--- src/rtl/csa_seq_ctrl_pkg.sv ---
// -----------------------------------------------------------------------------
// csa_seq_ctrl_pkg
//
// Purpose : Definitions shared by the sequential carry-skip adder controller
//           and its bench. It holds the FSM state encoding, the default
//           parameter values and a helper that sizes the beat counter.
//
// Contents:
//   DEF_ADDER_SIZE  default width of one carry-skip adder slice
//   DEF_GROUP_SIZE  default skip-group size inside the slice adder
//   DEF_BEATS       default number of slices per operation
//   state_e         controller state encoding (IDLE / RUN / DONE)
//   beat_cnt_width  beat counter width, max(1, clog2(beats))
// -----------------------------------------------------------------------------
package csa_seq_ctrl_pkg;

    localparam int DEF_ADDER_SIZE = 8;
    localparam int DEF_GROUP_SIZE = 2;
    localparam int DEF_BEATS      = 2;

    typedef enum logic [1:0] {
        IDLE = 2'd0,
        RUN  = 2'd1,
        DONE = 2'd2
    } state_e;

    // A single-beat configuration still needs a one-bit counter so that the
    // counter flop and its compare logic stay well formed.
    function automatic int beat_cnt_width(input int beats);
        if (beats <= 1) begin
            return 1;
        end
        return $clog2(beats);
    endfunction

endpackage

--- src/rtl/CSA_p.sv ---
// -----------------------------------------------------------------------------
// CSA_p
//
// Purpose : Combinational carry-skip adder of ADDER_SIZE bits. Bits are split
//           into groups of GROUP_SIZE; inside a group the carry ripples, and a
//           group whose bits all propagate forwards its carry-in directly to
//           its carry-out (the skip path). The last group may be shorter when
//           ADDER_SIZE is not a multiple of GROUP_SIZE.
//
// Ports   :
//   A, B  in  [ADDER_SIZE:1]  addends
//   CIN   in  1               carry-in
//   SUM   out [ADDER_SIZE:1]  sum
//   COUT  out 1               carry-out
// -----------------------------------------------------------------------------
module CSA_p #(
    parameter int ADDER_SIZE = 8,
    parameter int GROUP_SIZE = 2
) (
    input  logic [ADDER_SIZE:1] A,
    input  logic [ADDER_SIZE:1] B,
    input  logic                CIN,
    output logic [ADDER_SIZE:1] SUM,
    output logic                COUT
);

    logic [ADDER_SIZE:1] prop;
    logic [ADDER_SIZE:1] gen;
    // carry[i] is the carry out of bit i; carry[0] is the adder carry-in.
    logic [ADDER_SIZE:0] carry;
    logic                grp_prop;
    logic                grp_cin;
    logic                ripple;

    always_comb begin
        prop     = A ^ B;
        gen      = A & B;
        carry    = '0;
        carry[0] = CIN;
        grp_prop = 1'b0;
        grp_cin  = 1'b0;
        ripple   = 1'b0;
        SUM      = '0;

        for (int i = 1; i <= ADDER_SIZE; i++) begin
            // First bit of a group: latch the group carry-in, restart the
            // group propagate product.
            if (((i - 1) % GROUP_SIZE) == 0) begin
                grp_prop = 1'b1;
                grp_cin  = carry[i-1];
            end
            grp_prop = grp_prop & prop[i];
            ripple   = gen[i] | (prop[i] & carry[i-1]);

            // Last bit of a group: the skip mux picks the group carry-in
            // when every bit of the group propagates.
            if (((i % GROUP_SIZE) == 0) || (i == ADDER_SIZE)) begin
                carry[i] = grp_prop ? grp_cin : ripple;
            end else begin
                carry[i] = ripple;
            end

            SUM[i] = prop[i] ^ carry[i-1];
        end

        COUT = carry[ADDER_SIZE];
    end

endmodule

--- src/rtl/csa_seq_ctrl.sv ---
// -----------------------------------------------------------------------------
// csa_seq_ctrl
//
// Purpose : Multi-cycle adder. One operation of W = ADDER_SIZE*BEATS bits is
//           added one ADDER_SIZE slice per clock through a single carry-skip
//           slice adder (CSA_p), least significant slice first, with the
//           slice carry held in a carry register between beats.
//
// Handshake: a transfer happens on a rising edge where valid and ready are both
//           high. IN_READY is high only in IDLE, OUT_VALID only in DONE. A
//           result is held stable in DONE until an edge with OUT_READY high;
//           OUT_READY is ignored in every other state. A new operation cannot
//           be accepted on the edge its predecessor's result is taken.
//
// Ports   :
//   CLK        in   clock, rising edge
//   RST_N      in   asynchronous active-low reset
//   IN_VALID   in   operation offered
//   IN_READY   out  operation can be accepted (IDLE)
//   A, B       in   [W:1] operands
//   CIN        in   operation carry-in
//   OUT_VALID  out  result valid (DONE)
//   OUT_READY  in   result taken
//   SUM        out  [W:1] result
//   COUT       out  result carry-out
//   BUSY       out  state is not IDLE
//   DBG_STATE  out  current FSM state, for observation only
//
// Timing  : operation accepted at edge t -> OUT_VALID from edge t+BEATS.
// -----------------------------------------------------------------------------
module csa_seq_ctrl
    import csa_seq_ctrl_pkg::*;
#(
    parameter int ADDER_SIZE = DEF_ADDER_SIZE,
    parameter int GROUP_SIZE = DEF_GROUP_SIZE,
    parameter int BEATS      = DEF_BEATS
) (
    input  logic                       CLK,
    input  logic                       RST_N,
    input  logic                       IN_VALID,
    output logic                       IN_READY,
    input  logic [ADDER_SIZE*BEATS:1]  A,
    input  logic [ADDER_SIZE*BEATS:1]  B,
    input  logic                       CIN,
    output logic                       OUT_VALID,
    input  logic                       OUT_READY,
    output logic [ADDER_SIZE*BEATS:1]  SUM,
    output logic                       COUT,
    output logic                       BUSY,
    output state_e                     DBG_STATE
);

    localparam int W  = ADDER_SIZE * BEATS;
    localparam int CW = beat_cnt_width(BEATS);
    localparam logic [CW-1:0] LAST_BEAT = CW'(BEATS - 1);

    // -------------------------------------------------------------------------
    // State
    // -------------------------------------------------------------------------
    state_e          state_q,     state_d;
    logic [CW-1:0]   cnt_q,       cnt_d;
    logic            carry_q,     carry_d;
    logic [W:1]      a_q,         a_d;
    logic [W:1]      b_q,         b_d;
    logic [W:1]      sum_q,       sum_d;
    logic            cout_q,      cout_d;
    logic            in_ready_q,  in_ready_d;
    logic            out_valid_q, out_valid_d;
    logic            busy_q,      busy_d;

    // -------------------------------------------------------------------------
    // Slice datapath: operand slice k selected by the beat counter
    // -------------------------------------------------------------------------
    logic [ADDER_SIZE:1] slice_a;
    logic [ADDER_SIZE:1] slice_b;
    logic [ADDER_SIZE:1] slice_sum;
    logic                slice_cout;
    int                  slice_lo;

    always_comb begin
        slice_lo = int'(cnt_q) * ADDER_SIZE + 1;
        slice_a  = a_q[slice_lo +: ADDER_SIZE];
        slice_b  = b_q[slice_lo +: ADDER_SIZE];
    end

    CSA_p #(
        .ADDER_SIZE (ADDER_SIZE),
        .GROUP_SIZE (GROUP_SIZE)
    ) u_slice (
        .A    (slice_a),
        .B    (slice_b),
        .CIN  (carry_q),
        .SUM  (slice_sum),
        .COUT (slice_cout)
    );

    // -------------------------------------------------------------------------
    // Next-state logic
    // -------------------------------------------------------------------------
    always_comb begin
        state_d = state_q;
        cnt_d   = cnt_q;
        carry_d = carry_q;
        a_d     = a_q;
        b_d     = b_q;
        sum_d   = sum_q;
        cout_d  = cout_q;

        case (state_q)
            IDLE: begin
                // SUM/COUT keep the previous result while idle; they are only
                // overwritten slice by slice once the next operation runs.
                if (IN_VALID && in_ready_q) begin
                    a_d     = A;
                    b_d     = B;
                    carry_d = CIN;
                    cnt_d   = '0;
                    state_d = RUN;
                end
            end

            RUN: begin
                sum_d[slice_lo +: ADDER_SIZE] = slice_sum;
                carry_d = slice_cout;
                cnt_d   = cnt_q + CW'(1);
                if (cnt_q == LAST_BEAT) begin
                    cout_d  = slice_cout;
                    state_d = DONE;
                end
            end

            DONE: begin
                if (OUT_READY) begin
                    state_d = IDLE;
                end
            end

            default: begin
                state_d = IDLE;
            end
        endcase

        // Handshake/status outputs are registered and follow the next state.
        in_ready_d  = (state_d == IDLE);
        out_valid_d = (state_d == DONE);
        busy_d      = (state_d != IDLE);
    end

    // -------------------------------------------------------------------------
    // FSM and datapath registers
    // -------------------------------------------------------------------------
    always_ff @(posedge CLK or negedge RST_N) begin
        if (!RST_N) begin
            state_q     <= IDLE;
            cnt_q       <= '0;
            carry_q     <= 1'b0;
            a_q         <= '0;
            b_q         <= '0;
            sum_q       <= '0;
            cout_q      <= 1'b0;
            in_ready_q  <= 1'b1;
            out_valid_q <= 1'b0;
            busy_q      <= 1'b0;
        end else begin
            state_q     <= state_d;
            cnt_q       <= cnt_d;
            carry_q     <= carry_d;
            a_q         <= a_d;
            b_q         <= b_d;
            sum_q       <= sum_d;
            cout_q      <= cout_d;
            in_ready_q  <= in_ready_d;
            out_valid_q <= out_valid_d;
            busy_q      <= busy_d;
        end
    end

    assign IN_READY  = in_ready_q;
    assign OUT_VALID = out_valid_q;
    assign SUM       = sum_q;
    assign COUT      = cout_q;
    assign BUSY      = busy_q;
    assign DBG_STATE = state_q;

endmodule

--- config.mk ---
export PLATFORM = sky130hd
export DESIGN_NAME = csa_seq_ctrl
export DESIGN_NICKNAME = d
export VERILOG_FILES = /design/src/rtl/csa_seq_ctrl_pkg.sv /design/src/rtl/CSA_p.sv /design/src/rtl/csa_seq_ctrl.sv
export SDC_FILE = /design/constraint.sdc
export NUM_CORES = 1
export LEC_CHECK = 0
export BUFFER_PORTS_ARGS = -buffer_cell sky130_fd_sc_hd__buf_2
export CAP_MARGIN = 15
export CORE_AREA = 8 8 91 93
export CTS_BUF_LIST = sky130_fd_sc_hd__clkbuf_4 sky130_fd_sc_hd__clkbuf_8
export CTS_CLUSTER_SIZE = 30
export DETAILED_ROUTE_END_ITERATION = 10
export DIE_AREA = 0 0 99 101
export PLACE_DENSITY_LB_ADDON = 0.1
export SLEW_MARGIN = 10
export SYNTH_ARGS = -nofsm -noshare
export SYNTH_HDL_FRONTEND = slang
export SYNTH_SLANG_ARGS = --single-unit
--- constraint.sdc ---
create_clock -name CLK -period 9.87 [get_ports CLK]
set_input_delay 0.987 -clock CLK [delete_from_list [all_inputs] [get_ports CLK]]
set_output_delay 0.987 -clock CLK [all_outputs]
set_load 0.02 [all_outputs]
==> reports/results.txt <==
The clock-pin transition on the worst setup and hold timing paths works out to 0.10 ns. Commonest non-fill, non-tap cell in the layout: sky130_fd_sc_hd__buf_2. The proportion of synthesized flip-flops having asynchronous set or reset works out to 1.00.

In the layout the commonest cells are sky130_fd_sc_hd__buf_2 (58), sky130_fd_sc_hd__dfrtp_1 (55), sky130_fd_sc_hd__mux2_1 (27), sky130_fd_sc_hd__nand2_1 (21), sky130_fd_sc_hd__inv_1 (15). The clock net in this run drives a total of 56 sinks. 59 I/O pins were placed. Synthesis instantiated 29 different standard cells from the library. Setup repair after global routing left no endpoint under its margin. The routed design could run at a clock period as short as 5.49 ns.

The logs give 0 for the count of endpoints failing setup in the final report and 4840 um for the sum of routed wire length over all layers. Routability-driven placement finished with a final weighted congestion of 0.732. Largest fanout of any net on the critical path: 19. The count of nets left with antenna violations once routing finished came out at 0. Summed over all cells, the static leakage comes to 1.55 nW. For the violation count after the first detailed-routing iteration, the log shows 25. The signal on the critical path passes through mux2_2 -> fa_1 -> inv_1 -> fa_1 -> a21oi_1 -> nor2_1 -> fa_1 -> fa_1 -> a21bo_2 -> o31ai_1 -> fa_1 -> fa_1 -> nor2_1 -> nor2_1 -> fa_1 -> inv_1 -> fa_1 -> mux2_2. Entering global routing, the biggest net connects 57 pins. The synthesized netlist occupies a cell area of 2660 um^2. Dividing the synthesized area by the synthesized cell count gives 13.1 um^2. The die is 99 um wide. The area added between synthesis and finish came out at 17.7%. Nature of the critical path endpoint: a flop. The run gives 1826 as the via count of the first global-routing pass. In this run, synthesis inferred 0 flip-flops with an integrated enable. TritonCTS built the clock tree.

The fraction of synthesized cell area taken by the top area cell type came out at 0.518. The effective utilization at floorplan was 0.382. Ranked by total cell area, the synthesized netlist is headed by sky130_fd_sc_hd__dfrtp_1 (52%), sky130_fd_sc_hd__mux2_1 (11%), sky130_fd_sc_hd__fa_1 (6.0%), sky130_fd_sc_hd__mux2_2 (5.5%), sky130_fd_sc_hd__mux2i_1 (4.5%). The fraction of final layout cells sized beyond drive strength 1 came out at 0.340. Buffers inserted during clock tree synthesis total 5. For the worst-skew pair, the clock arrives at the later sink with an insertion delay of 0.31 ns. The most used flip-flop cell after synthesis is sky130_fd_sc_hd__dfrtp_1. After detailed routing, the average wire length per cell comes to 14.1 um.

The net count of the finished layout is 314, and the hold violation total from the final report is 0. The post-cts gate resize count is 0. Kind of start point of the critical path: a flop.

For this run, the slowest stage of the critical path takes 0.93 ns. The quantity of I/O buffers inserted on ports is 58, and the setup TNS is 0 ns. In this run the deepest clock path goes through 2 buffers.

The die footprint was 10000 um^2; the count of pins over their slew limit was 0. In this run the worst hold path is classified as flop to flop. Counting the fill cells in the layout gives 669. The first global-routing pass estimated 8600 um of wire. For this run, design rule violations remaining after detail routing come to 0. The yosys synthesis warning count is 0, and the number of search-and-repair iterations in the first detailed-routing pass is 3.

The half-perimeter wire length of the detailed placement result is 3660 um, and the vertical extent of the die is 101 um. The cell at the slowest stage of the critical path is sky130_fd_sc_hd__dfrtp_1. Row generation in the floorplan step produced 31 rows. Summing over every cut layer, the via total after detailed routing is 1603. The maximum operating frequency was 182 MHz; the number of buffers and inverters on the critical path was 2. On the final layout, the worst hold slack is 0.480 ns.

For this design the ratio of total power to cell area is 410 nW/um^2. The synthesized design contains 56 register bits. The clock arrives with 0.0109 ns of skew. The cell family with the largest share of critical-path delay was adder cells.

0 antenna diodes ended up in the layout. The clock tree synthesis step divided the H-tree into 2 levels. In this run the post-CTS setup repair buffer count came out at 0. The worst ir drop on vdd is 176 uV, and the worst-margin pin slew is 0.875 ns. The run gives 256 as the net count after synthesis. The total area inside the core boundary comes to 6940 um^2.

The tools report the total routing resource utilization after global routing as 0.107. The headroom to the max-slew limit was 0.417. The flow ran to the end, and the final reports show no timing, DRC or antenna violations.

The fraction of the yosys area taken by sequential cells was 0.528. The tree is rooted in a sky130_fd_sc_hd__clkbuf_8. Data arrives at the worst endpoint at 5.70 ns. The synthesized design spends more area on one cell type than any other, namely sky130_fd_sc_hd__dfrtp_1.

The via-per-instance ratio works out to 4.66. Max-capacitance violation count: 0. The final worst-path cycle share came out at 0.557. The critical path is of the flop to flop type. In this design, the critical path's most frequently occurring cell is sky130_fd_sc_hd__fa_1.

The total overflow left after global routing is 0. The number of antenna violations at the first check in global routing was 0. The data required time at the worst endpoint is 10.07 ns. In this run, post-CTS hold repair placed 0 buffers. Synthesis produced a netlist whose cell count is 203.
==> flip-flops by register name (all words and copies together), names as in the netlist <==
| name | flops |
|---|---|
| BUSY | 1 |
| COUT | 1 |
| DBG_STATE | 2 |
| IN_READY | 1 |
| OUT_VALID | 1 |
| SUM | 16 |
| a_q | 16 |
| b_q | 16 |
| carry_q | 1 |
| cnt_q | 1 |
==> cell families after synthesis <==
logic type / count (synthesis) / share of synthesized area
multiplexers: 52 / 0.215
flip-flops: 56 / 0.528
AND/OR/NAND/NOR: 35 / 0.0632
buffers and inverters: 24 / 0.0495
AO/OA/AOI/OAI: 20 / 0.0462
adder cells (fa/ha/maj): 16 / 0.0980
==> final timing paths <==
path / startpoint / to / slack [ns] / cells past startpoint
worst max register to register: cnt_q / SUM[8] / 4.38 / 18
worst min-delay path: SUM[6] / SUM[6] / 0.48 / 2
worst min register to register: SUM[6] / SUM[6] / 0.48 / 2
max in group asynchronous: RST_N / a_q[10] / 8.60 / 2
min in group asynchronous: RST_N / b_q[16] / 0.81 / 2
worst max-delay path: cnt_q / SUM[8] / 4.38 / 18
==> cell usage after synthesis, types with 2 or more instances <==
cell / instances
sky130_fd_sc_hd__ha_1: 8
sky130_fd_sc_hd__buf_6: 4
sky130_fd_sc_hd__nand2_1: 21
sky130_fd_sc_hd__fa_1: 8
sky130_fd_sc_hd__inv_1: 15
sky130_fd_sc_hd__o21ai_0: 13
sky130_fd_sc_hd__mux2_1: 27
sky130_fd_sc_hd__buf_2: 2
sky130_fd_sc_hd__a21oi_1: 2
sky130_fd_sc_hd__mux2_2: 13
sky130_fd_sc_hd__dfrtp_1: 55
sky130_fd_sc_hd__mux2i_1: 12
sky130_fd_sc_hd__buf_4: 2
sky130_fd_sc_hd__nor2_1: 5
sky130_fd_sc_hd__nand2b_1: 2
==> area by class of cell <==
type                       instances  area (um^2)  share of cell area
clock inverter                     2         38.8              0.0124
clock buffer                       6         82.6              0.0264
timing repair buffer              60          305              0.0977
multi-input combinational        123         1140               0.364
tap                               82          103              0.0328
inverter                          15         56.3              0.0180
sequential                        56         1400               0.449
==> routing by layer <==
metal  global-route usage  vias to the layer above  share of wire
li1                     -                      786              -
met1                0.138                      772           0.48
met2                0.164                       38           0.44
met3               0.0373                        7          0.058
met4               0.0354                        0          0.014
met5                    0                        -              0
==> stage by stage <==
stage	util	cell area, um^2	cells	total power (W)	worst slack, ns
6_report	0.450	3120	344	0.00128	4.38
5_1_grt	0.450	3120	344	0.00143	4.02
4_1_cts	0.450	3120	344	0.00131	4.32
3_5_place_dp	0.433	3000	336	0.00115	4.34
3_3_place_gp	0.433	3000	336	0.00113	4.44
2_1_floorplan	-	2660	203	0.000937	4.99
==> worst min-delay path, cell delays in order (launching register included) <==
cell	delay, ns
sky130_fd_sc_hd__dfrtp_1	0.35
sky130_fd_sc_hd__nand2_1	0.04
sky130_fd_sc_hd__o21ai_0	0.06
==> power by group <==
| group | switching (W) | leakage, nW | internal (W) | total, W |
|---|---|---|---|---|
| clock | 0.0000747 | 0.0614 | 0.0000831 | 0.000158 |
| combinational | 0.000384 | 0.812 | 0.000319 | 0.000703 |
| sequential | 0.0000707 | 0.673 | 0.000349 | 0.000420 |
Note: power is estimated with default switching activity, not from simulation.
